[config.mk]
export PLATFORM = sky130hd
export DESIGN_NAME = aes_key_expander_seq
export DESIGN_NICKNAME = d
export VERILOG_FILES = /design/src/rtl/aes_key_expander_seq.sv
export SDC_FILE = /design/constraint.sdc
export NUM_CORES = 2
export LEC_CHECK = 0
export CORE_MARGIN = 8
export CORE_UTILIZATION = 35
export CTS_CLUSTER_DIAMETER = 100
export DETAILED_ROUTE_END_ITERATION = 7
export DONT_BUFFER_PORTS = 1
export PLACE_DENSITY = 0.59
export SYNTH_ARGS = -nofsm -noshare
export SYNTH_HDL_FRONTEND = slang
export SYNTH_SLANG_ARGS = --single-unit
[constraint.sdc]
create_clock -name clk -period 61.2 [get_ports clk]
set_clock_uncertainty 0.15 [all_clocks]
set_input_delay 6.12 -clock clk [delete_from_list [all_inputs] [get_ports clk]]
set_output_delay 6.12 -clock clk [all_outputs]
set_load 0.02 [all_outputs]
[src/rtl/aes_key_expander_seq.sv]
// AES-128/192/256 key schedule: one word per cycle into a 4*(Nr+1)-word store, indexed round-key read port.
// Latency: start to done is 42/48/54 cycles; start is ignored unless idle (no queueing); rk_data lags rk_idx by 1 cycle.
module aes_key_expander_seq #(
  parameter int MAX_KEY_WORDS = 8,
  parameter int MAX_ROUNDS    = 14
) (
  input  logic                         clk,
  input  logic                         rst,
  input  logic                         start,
  input  logic [1:0]                   key_len,
  input  logic [32*MAX_KEY_WORDS-1:0]  cipher_key,
  output logic                         busy,
  output logic                         done,
  output logic                         keys_valid,
  output logic                         err,
  output logic [3:0]                   num_rounds,
  input  logic [3:0]                   rk_idx,
  output logic [127:0]                 rk_data
);

  localparam int DEPTH = 4 * (MAX_ROUNDS + 1);

  // Byte a of the S-box lives at bit offset (255-a)*8, i.e. row-major with entry 0 leftmost.
  localparam logic [2047:0] SBOX_TBL = {
    128'h637c777bf26b6fc53001672bfed7ab76, 128'hca82c97dfa5947f0add4a2af9ca472c0,
    128'hb7fd9326363ff7cc34a5e5f171d83115, 128'h04c723c31896059a071280e2eb27b275,
    128'h09832c1a1b6e5aa0523bd6b329e32f84, 128'h53d100ed20fcb15b6acbbe394a4c58cf,
    128'hd0efaafb434d338545f9027f503c9fa8, 128'h51a3408f929d38f5bcb6da2110fff3d2,
    128'hcd0c13ec5f974417c4a77e3d645d1973, 128'h60814fdc222a908846eeb814de5e0bdb,
    128'he0323a0a4906245cc2d3ac629195e479, 128'he7c8376d8dd54ea96c56f4ea657aae08,
    128'hba78252e1ca6b4c6e8dd741f4bbd8b8a, 128'h703eb5664803f60e613557b986c11d9e,
    128'he1f8981169d98e949b1e87e9ce5528df, 128'h8ca1890dbfe6426841992d0fb054bb16
  };

  function automatic logic [7:0] sbox(input logic [7:0] a);
    return SBOX_TBL[{~a, 3'b000} +: 8];
  endfunction

  typedef enum logic [1:0] {IDLE, LOAD, EXPAND, DONE} state_t;

  state_t state, state_nx;
  logic   accept, illegal, last_word;

  logic [3:0]  nk_q, nr_q;
  logic [2:0]  nk_m1;
  logic [5:0]  i_q, last_idx;
  logic [2:0]  wrap_q;
  logic [7:0]  rcon_q;
  logic [32*MAX_KEY_WORDS-1:0] key_q;
  logic [31:0] key_w [MAX_KEY_WORDS];
  logic [31:0] win_q [MAX_KEY_WORDS];
  logic [31:0] mem   [DEPTH];

  logic [31:0] last_w, prev_w, sub_in, sub_out, temp, new_word;

  assign nk_m1     = nk_q[2:0] - 3'd1;
  assign last_idx  = {nr_q, 2'b00} + 6'd3;
  assign last_word = (i_q == last_idx);

  always_comb begin
    for (int j = 0; j < MAX_KEY_WORDS; j++) begin
      key_w[j] = key_q[32*(MAX_KEY_WORDS-1-j) +: 32];
    end
  end

  // win_q[0] is w[i-1] and win_q[Nk-1] is w[i-Nk]; the store itself is never read while expanding.
  always_comb begin
    last_w  = win_q[0];
    prev_w  = win_q[nk_m1];
    sub_in  = (wrap_q == 3'd0) ? {last_w[23:0], last_w[31:24]} : last_w;
    sub_out = {sbox(sub_in[31:24]), sbox(sub_in[23:16]), sbox(sub_in[15:8]), sbox(sub_in[7:0])};
    temp    = last_w;
    if (wrap_q == 3'd0) begin
      temp = sub_out ^ {rcon_q, 24'h0};
    end else if (nk_q == 4'd8 && wrap_q == 3'd4) begin
      temp = sub_out;
    end
    new_word = prev_w ^ temp;
  end

  always_ff @(posedge clk or posedge rst) begin
    if (rst) begin
      state <= IDLE;
    end else begin
      state <= state_nx;
    end
  end

  always_comb begin
    state_nx = state;
    accept   = 1'b0;
    illegal  = 1'b0;
    case (state)
      IDLE: begin
        if (start) begin
          if (key_len == 2'd3) begin
            illegal = 1'b1;
          end else begin
            accept   = 1'b1;
            state_nx = LOAD;
          end
        end
      end
      LOAD:    state_nx = EXPAND;
      EXPAND:  if (last_word) state_nx = DONE;
      DONE:    state_nx = IDLE;
      default: state_nx = IDLE;
    endcase
  end

  always_ff @(posedge clk or posedge rst) begin
    if (rst) begin
      nk_q       <= '0;
      nr_q       <= '0;
      key_q      <= '0;
      i_q        <= '0;
      wrap_q     <= '0;
      rcon_q     <= 8'h01;
      for (int k = 0; k < MAX_KEY_WORDS; k++) win_q[k] <= '0;
      busy       <= 1'b0;
      done       <= 1'b0;
      keys_valid <= 1'b0;
      err        <= 1'b0;
      num_rounds <= '0;
    end else begin
      busy <= (state_nx == LOAD) || (state_nx == EXPAND);
      done <= 1'b0;
      err  <= illegal;
      if (accept) begin
        nk_q       <= 4'd4 + {1'b0, key_len, 1'b0};
        nr_q       <= 4'd10 + {1'b0, key_len, 1'b0};
        key_q      <= cipher_key;
        keys_valid <= 1'b0;
        num_rounds <= '0;
      end
      case (state)
        LOAD: begin
          i_q    <= 6'(nk_q);
          wrap_q <= '0;
          rcon_q <= 8'h01;
          for (int k = 0; k < MAX_KEY_WORDS; k++) win_q[k] <= key_w[nk_m1 - 3'(k)];
        end
        EXPAND: begin
          win_q[0] <= new_word;
          for (int k = MAX_KEY_WORDS-1; k > 0; k--) win_q[k] <= win_q[k-1];
          i_q    <= i_q + 6'd1;
          wrap_q <= (wrap_q == nk_m1) ? 3'd0 : wrap_q + 3'd1;
          if (wrap_q == 3'd0) begin
            rcon_q <= {rcon_q[6:0], 1'b0} ^ (rcon_q[7] ? 8'h1b : 8'h00);
          end
          // done/keys_valid are registered here so they are high during the DONE cycle.
          if (last_word) begin
            done       <= 1'b1;
            keys_valid <= 1'b1;
            num_rounds <= nr_q;
          end
        end
        default: ;
      endcase
    end
  end

  // Word store contents are don't-care after reset, so it carries no reset.
  always_ff @(posedge clk) begin
    if (state == LOAD) begin
      for (int j = 0; j < MAX_KEY_WORDS; j++) begin
        if (4'(j) < nk_q) mem[j] <= key_w[j];
      end
    end else if (state == EXPAND) begin
      mem[i_q] <= new_word;
    end
  end

  always_ff @(posedge clk or posedge rst) begin
    if (rst) begin
      rk_data <= '0;
    end else if (keys_valid && rk_idx <= num_rounds) begin
      rk_data <= {mem[{rk_idx, 2'd0}], mem[{rk_idx, 2'd1}], mem[{rk_idx, 2'd2}], mem[{rk_idx, 2'd3}]};
    end else begin
      rk_data <= '0;
    end
  end

endmodule
==> impl_results.html <==
<table>
<tr><th>Metric</th><th>Value</th></tr>
<tr><th colspan="2">Critical path</th></tr>
<tr><td>Reg2reg start</td><td>wrap_q[0]$_DFFE_PP0P_</td></tr>
<tr><td>Critical Path Start</td><td>rk_idx[0]</td></tr>
<tr><td>Crit path required time</td><td>61.82 ns</td></tr>
<tr><td>Depth of the worst register-to-register path</td><td>19</td></tr>
<tr><td>Arrival time at the worst endpoint</td><td>10.84 ns</td></tr>
<tr><td>Crit path max fanout</td><td>152</td></tr>
<tr><td>Worst setup path class</td><td>in -&gt; reg</td></tr>
<tr><td>Kind of launch point of the worst setup path</td><td>input pin</td></tr>
<tr><td>Type of destination of the critical path</td><td>flop</td></tr>
<tr><th colspan="2">Placement</th></tr>
<tr><td>Placed Instance Area</td><td>135000 um^2</td></tr>
<tr><td>Hpwl dp</td><td>335 mm</td></tr>
<tr><td>Port Buffer Count</td><td>0</td></tr>
<tr><td>Cell total after placement</td><td>13600</td></tr>
<tr><td>Placer congestion estimate</td><td>0.926</td></tr>
<tr><th colspan="2">Die</th></tr>
<tr><td>Die span in x</td><td>623 um</td></tr>
<tr><td>IO Count</td><td>401</td></tr>
<tr><td>Std-Cell Rows</td><td>223</td></tr>
<tr><td>Die area</td><td>388000 um^2</td></tr>
<tr><td>Floorplan Core Area</td><td>368000 um^2</td></tr>
<tr><td>Vertical die dimension</td><td>623 um</td></tr>
<tr><td>Effective utilization at floorplan</td><td>35.0%</td></tr>
<tr><th colspan="2">Synth</th></tr>
<tr><td>Primary flip-flop cell chosen by synthesis mapping</td><td>sky130_fd_sc_hd__edfxtp_1</td></tr>
<tr><td>Yosys warning count</td><td>0</td></tr>
<tr><td>Number of synthesized register bits</td><td>2721</td></tr>
<tr><td>Synthesized-area fraction occupied by ao, oa, aoi and oai cells</td><td>9.13%</td></tr>
<tr><td>Average instance area after synthesis</td><td>13.9 um^2</td></tr>
<tr><td>Post-synth EDFFs</td><td>2048</td></tr>
<tr><td>Count of mapped cells out of synthesis</td><td>9266</td></tr>
<tr><td>Post-Synth Adder-Cell Area</td><td>0.427%</td></tr>
<tr><td>Most numerous cell in the Yosys netlist</td><td>sky130_fd_sc_hd__edfxtp_1</td></tr>
<tr><td>Most frequent cells after synthesis</td><td>sky130_fd_sc_hd__edfxtp_1, sky130_fd_sc_hd__nand2_1, sky130_fd_sc_hd__mux4_2, sky130_fd_sc_hd__dfrtp_1, sky130_fd_sc_hd__nor2_1</td></tr>
<tr><td>Number of nets produced by synthesis</td><td>9575</td></tr>
<tr><td>Unique cell type count in the Yosys netlist</td><td>113</td></tr>
<tr><td>Xor and xnor area share after synthesis</td><td>0.489%</td></tr>
<tr><td>Share of flip-flops with an asynchronous set or reset</td><td>24.7%</td></tr>
<tr><td>Dominant combinational cell family by area after synthesis</td><td>multiplexers</td></tr>
<tr><td>Fraction of post-synthesis cell area in the top cell type by area</td><td>47.7%</td></tr>
<tr><td>Top cell type by total area after synthesis</td><td>sky130_fd_sc_hd__edfxtp_1</td></tr>
<tr><td>Cell area after technology mapping</td><td>129000 um^2</td></tr>
<tr><td>Share of synthesized area spent on multiplexers</td><td>17.4%</td></tr>
<tr><td>Sequential fraction of the synthesis area</td><td>60.7%</td></tr>
<tr><td>Main area contributors after synthesis</td><td>sky130_fd_sc_hd__edfxtp_1, sky130_fd_sc_hd__mux4_2, sky130_fd_sc_hd__dfrtp_1</td></tr>
<tr><td>Share of synthesized cell area in and, or, nand and nor gates</td><td>8.93%</td></tr>
<tr><th colspan="2">STA</th></tr>
<tr><td>Highest achievable clock rate</td><td>97.8 MHz</td></tr>
<tr><td>Slew Limit Headroom</td><td>-0.592%</td></tr>
<tr><td>Final hold violations</td><td>0</td></tr>
<tr><td>Max-slew violation count</td><td>34</td></tr>
<tr><td>Time the final worst path needs with I/O delays and setup</td><td>10.23 ns</td></tr>
<tr><td>RSZ-0062 raised after global routing</td><td>false</td></tr>
<tr><td>Number of endpoints failing setup at the final stage</td><td>0</td></tr>
<tr><td>Final period util</td><td>16.7%</td></tr>
<tr><td>Setup_tns</td><td>0 ns</td></tr>
<tr><td>Actual slew at the worst max-slew pin</td><td>1.51 ns</td></tr>
<tr><th colspan="2">Routing</th></tr>
<tr><td>Post-route antenna net violation count</td><td>0</td></tr>
<tr><td>Post-detailed-route via-to-cell ratio</td><td>6.28</td></tr>
<tr><td>Mean routed wirelength per cell</td><td>36.5 um</td></tr>
<tr><td>Vias after detailed routing</td><td>88500</td></tr>
<tr><td>Number of detailed-routing iterations run before antenna repair</td><td>7</td></tr>
<tr><td>Initial detailed-routing violation count</td><td>14100</td></tr>
<tr><td>Residual DRC count</td><td>0</td></tr>
<tr><td>Final routed wirelength across all metal layers</td><td>515 mm</td></tr>
<tr><th colspan="2">Outcome</th></tr>
<tr><td>Violations in the final reports</td><td>max-capacitance violations, max-slew violations</td></tr>
<tr><td>Run status</td><td>finished with violations</td></tr>
<tr><th colspan="2">GRT</th></tr>
<tr><td>Wire length of the first global-routing pass</td><td>707 mm</td></tr>
<tr><td>Antenna violations before repair</td><td>45</td></tr>
<tr><td>Most used routing layer</td><td>met2</td></tr>
<tr><td>Met1 track demand over resource</td><td>32.8%</td></tr>
<tr><td>Grt ovf</td><td>0</td></tr>
<tr><td>Fraction of met2 tracks used by global routing</td><td>38.9%</td></tr>
<tr><td>Global-route met3 utilization</td><td>5.69%</td></tr>
<tr><td>GRT Util Overall</td><td>25.6%</td></tr>
<tr><td>Vias in the first global route</td><td>83900</td></tr>
<tr><td>Maximum number of pins on one net before global-route repair</td><td>513</td></tr>
<tr><th colspan="2">Worst hold path</th></tr>
<tr><td>Source of the worst hold timing path</td><td>win_q[44]$_DFFE_PP0P_</td></tr>
<tr><td>Min-delay worst type</td><td>reg -&gt; reg</td></tr>
<tr><td>Hold path cells</td><td>2</td></tr>
<tr><th colspan="2">CTS</th></tr>
<tr><td>Insertion delay to the later sink of the worst-skew pair</td><td>0.94 ns</td></tr>
<tr><td>Number of gates resized after CTS</td><td>0</td></tr>
<tr><td>Longest Clk Path Bufs</td><td>4</td></tr>
<tr><td>CTS Buf Count</td><td>248</td></tr>
<tr><td>CTS H-Tree Depth</td><td>4</td></tr>
<tr><td>Clk sinks</td><td>2721</td></tr>
<tr><td>CTS hold repair buffers</td><td>0</td></tr>
<tr><td>Clock slew at reported path FFs</td><td>0.07 ns</td></tr>
<tr><td>Clock root buffer master</td><td>sky130_fd_sc_hd__clkbuf_16</td></tr>
<tr><td>Post-CTS setup buffer count</td><td>0</td></tr>
<tr><td>CTS tree</td><td>done</td></tr>
<tr><th colspan="2">Layout</th></tr>
<tr><td>Multi-input logic area</td><td>47800 um^2</td></tr>
<tr><td>Fin nets</td><td>9348</td></tr>
<tr><td>Sequential cell area</td><td>78300 um^2</td></tr>
<tr><td>Layout-stage area growth over the synthesis result</td><td>11.3%</td></tr>
<tr><td>Total non-filler cell area in the finished layout</td><td>144000 um^2</td></tr>
<tr><td>Share of layout cells above drive strength 1</td><td>20.9%</td></tr>
<tr><td>Fillcell total</td><td>33700</td></tr>
<tr><td>Number of cells in the finished layout apart from fillers</td><td>14100</td></tr>
<tr><th colspan="2">Run</th></tr>
<tr><td>Max-cap violations</td><td>1</td></tr>
</table>
## per-layer routing
layer	routed length [um]	share of wire [%]
met2	230000	45
met4	43500	8.4
met1	187000	36
met5	96	0.019
met3	54600	11
## critical path, cell delays in order
cell	delay [ns]
sky130_fd_sc_hd__buf_16	0.69
sky130_fd_sc_hd__buf_16	0.84
sky130_fd_sc_hd__inv_1	0.12
sky130_fd_sc_hd__ha_1	0.34
sky130_fd_sc_hd__a41o_4	0.80
sky130_fd_sc_hd__nand2_1	0.89
sky130_fd_sc_hd__a211oi_1	0.50
## cells by family after synthesis
group / Yosys count
fa+ha+maj: 44
buf+inv: 871
simple gates: 2726
xor+xnor: 54
mux: 1128
flops: 2721
compound gates: 1722
## state kept, by name, indices dropped and copies added (netlist names)
signal and flops:
win_q 224, state 2, i_q 6, mem 2048
last_w 32, err 1, keys_valid 1, rk_data 128
rcon_q 8, nr_q 3, done 1, wrap_q 3
key_q 256, num_rounds 4, nk_q 3, busy 1
## per-stage QoR
step / util (%) / setup slack (ns) / hold slack [ns]
2_1_floorplan: - / 36.07 / 0.319
3_3_place_gp: 36.7 / 50.24 / 0.363
3_5_place_dp: 36.7 / 50.15 / 0.367
4_1_cts: 39.0 / 51.09 / 0.365
5_1_grt: 39.0 / 50.70 / 0.382
6_report: 39.0 / 50.97 / 0.373
## final timing paths
path | slack (ns) | endpoint
setup / recovery | 50.97 | rk_data[83]$_DFF_PP0_
hold / removal | 0.37 | win_q[12]$_DFFE_PP0P_
setup reg to reg | 52.44 | mem[42][6]$_DFFE_PP_
hold reg to reg | 0.37 | win_q[12]$_DFFE_PP0P_
max in group asynchronous | 52.70 | rk_data[127]$_DFF_PP0_
min in group asynchronous | 5.11 | key_q[139]$_DFFE_PP0P_
## layout make-up
cell class	count	area share [%]
Sequential cell	2721	54.6
Multi-Input combinational cell	5674	33.3
Clock buffer	328	4.78
Tap cell	4837	4.22
Timing Repair Buffer	310	1.71
Clock inverter	129	1.11
Inverter	84	0.229
Antenna cell	16	0.0279
## cells in the final DEF (no fill, tap or decap), types with 108 or more instances in the layout
| cell type | count |
|---|---|
| sky130_fd_sc_hd__a211oi_1 | 155 |
| sky130_fd_sc_hd__a21oi_1 | 252 |
| sky130_fd_sc_hd__a31oi_1 | 271 |
| sky130_fd_sc_hd__and3_1 | 133 |
| sky130_fd_sc_hd__buf_4 | 302 |
| sky130_fd_sc_hd__clkbuf_16 | 256 |
| sky130_fd_sc_hd__dfrtp_1 | 670 |
| sky130_fd_sc_hd__edfxtp_1 | 2048 |
| sky130_fd_sc_hd__mux2_2 | 127 |
| sky130_fd_sc_hd__mux4_2 | 866 |
| sky130_fd_sc_hd__nand2_1 | 1635 |
| sky130_fd_sc_hd__nor2_1 | 483 |
| sky130_fd_sc_hd__o21ai_0 | 270 |
| sky130_fd_sc_hd__o21ai_1 | 108 |
Power is left out: the tool's default activity adds up to more than one toggle a clock period on the data nets, which glitch-free logic cannot reach.
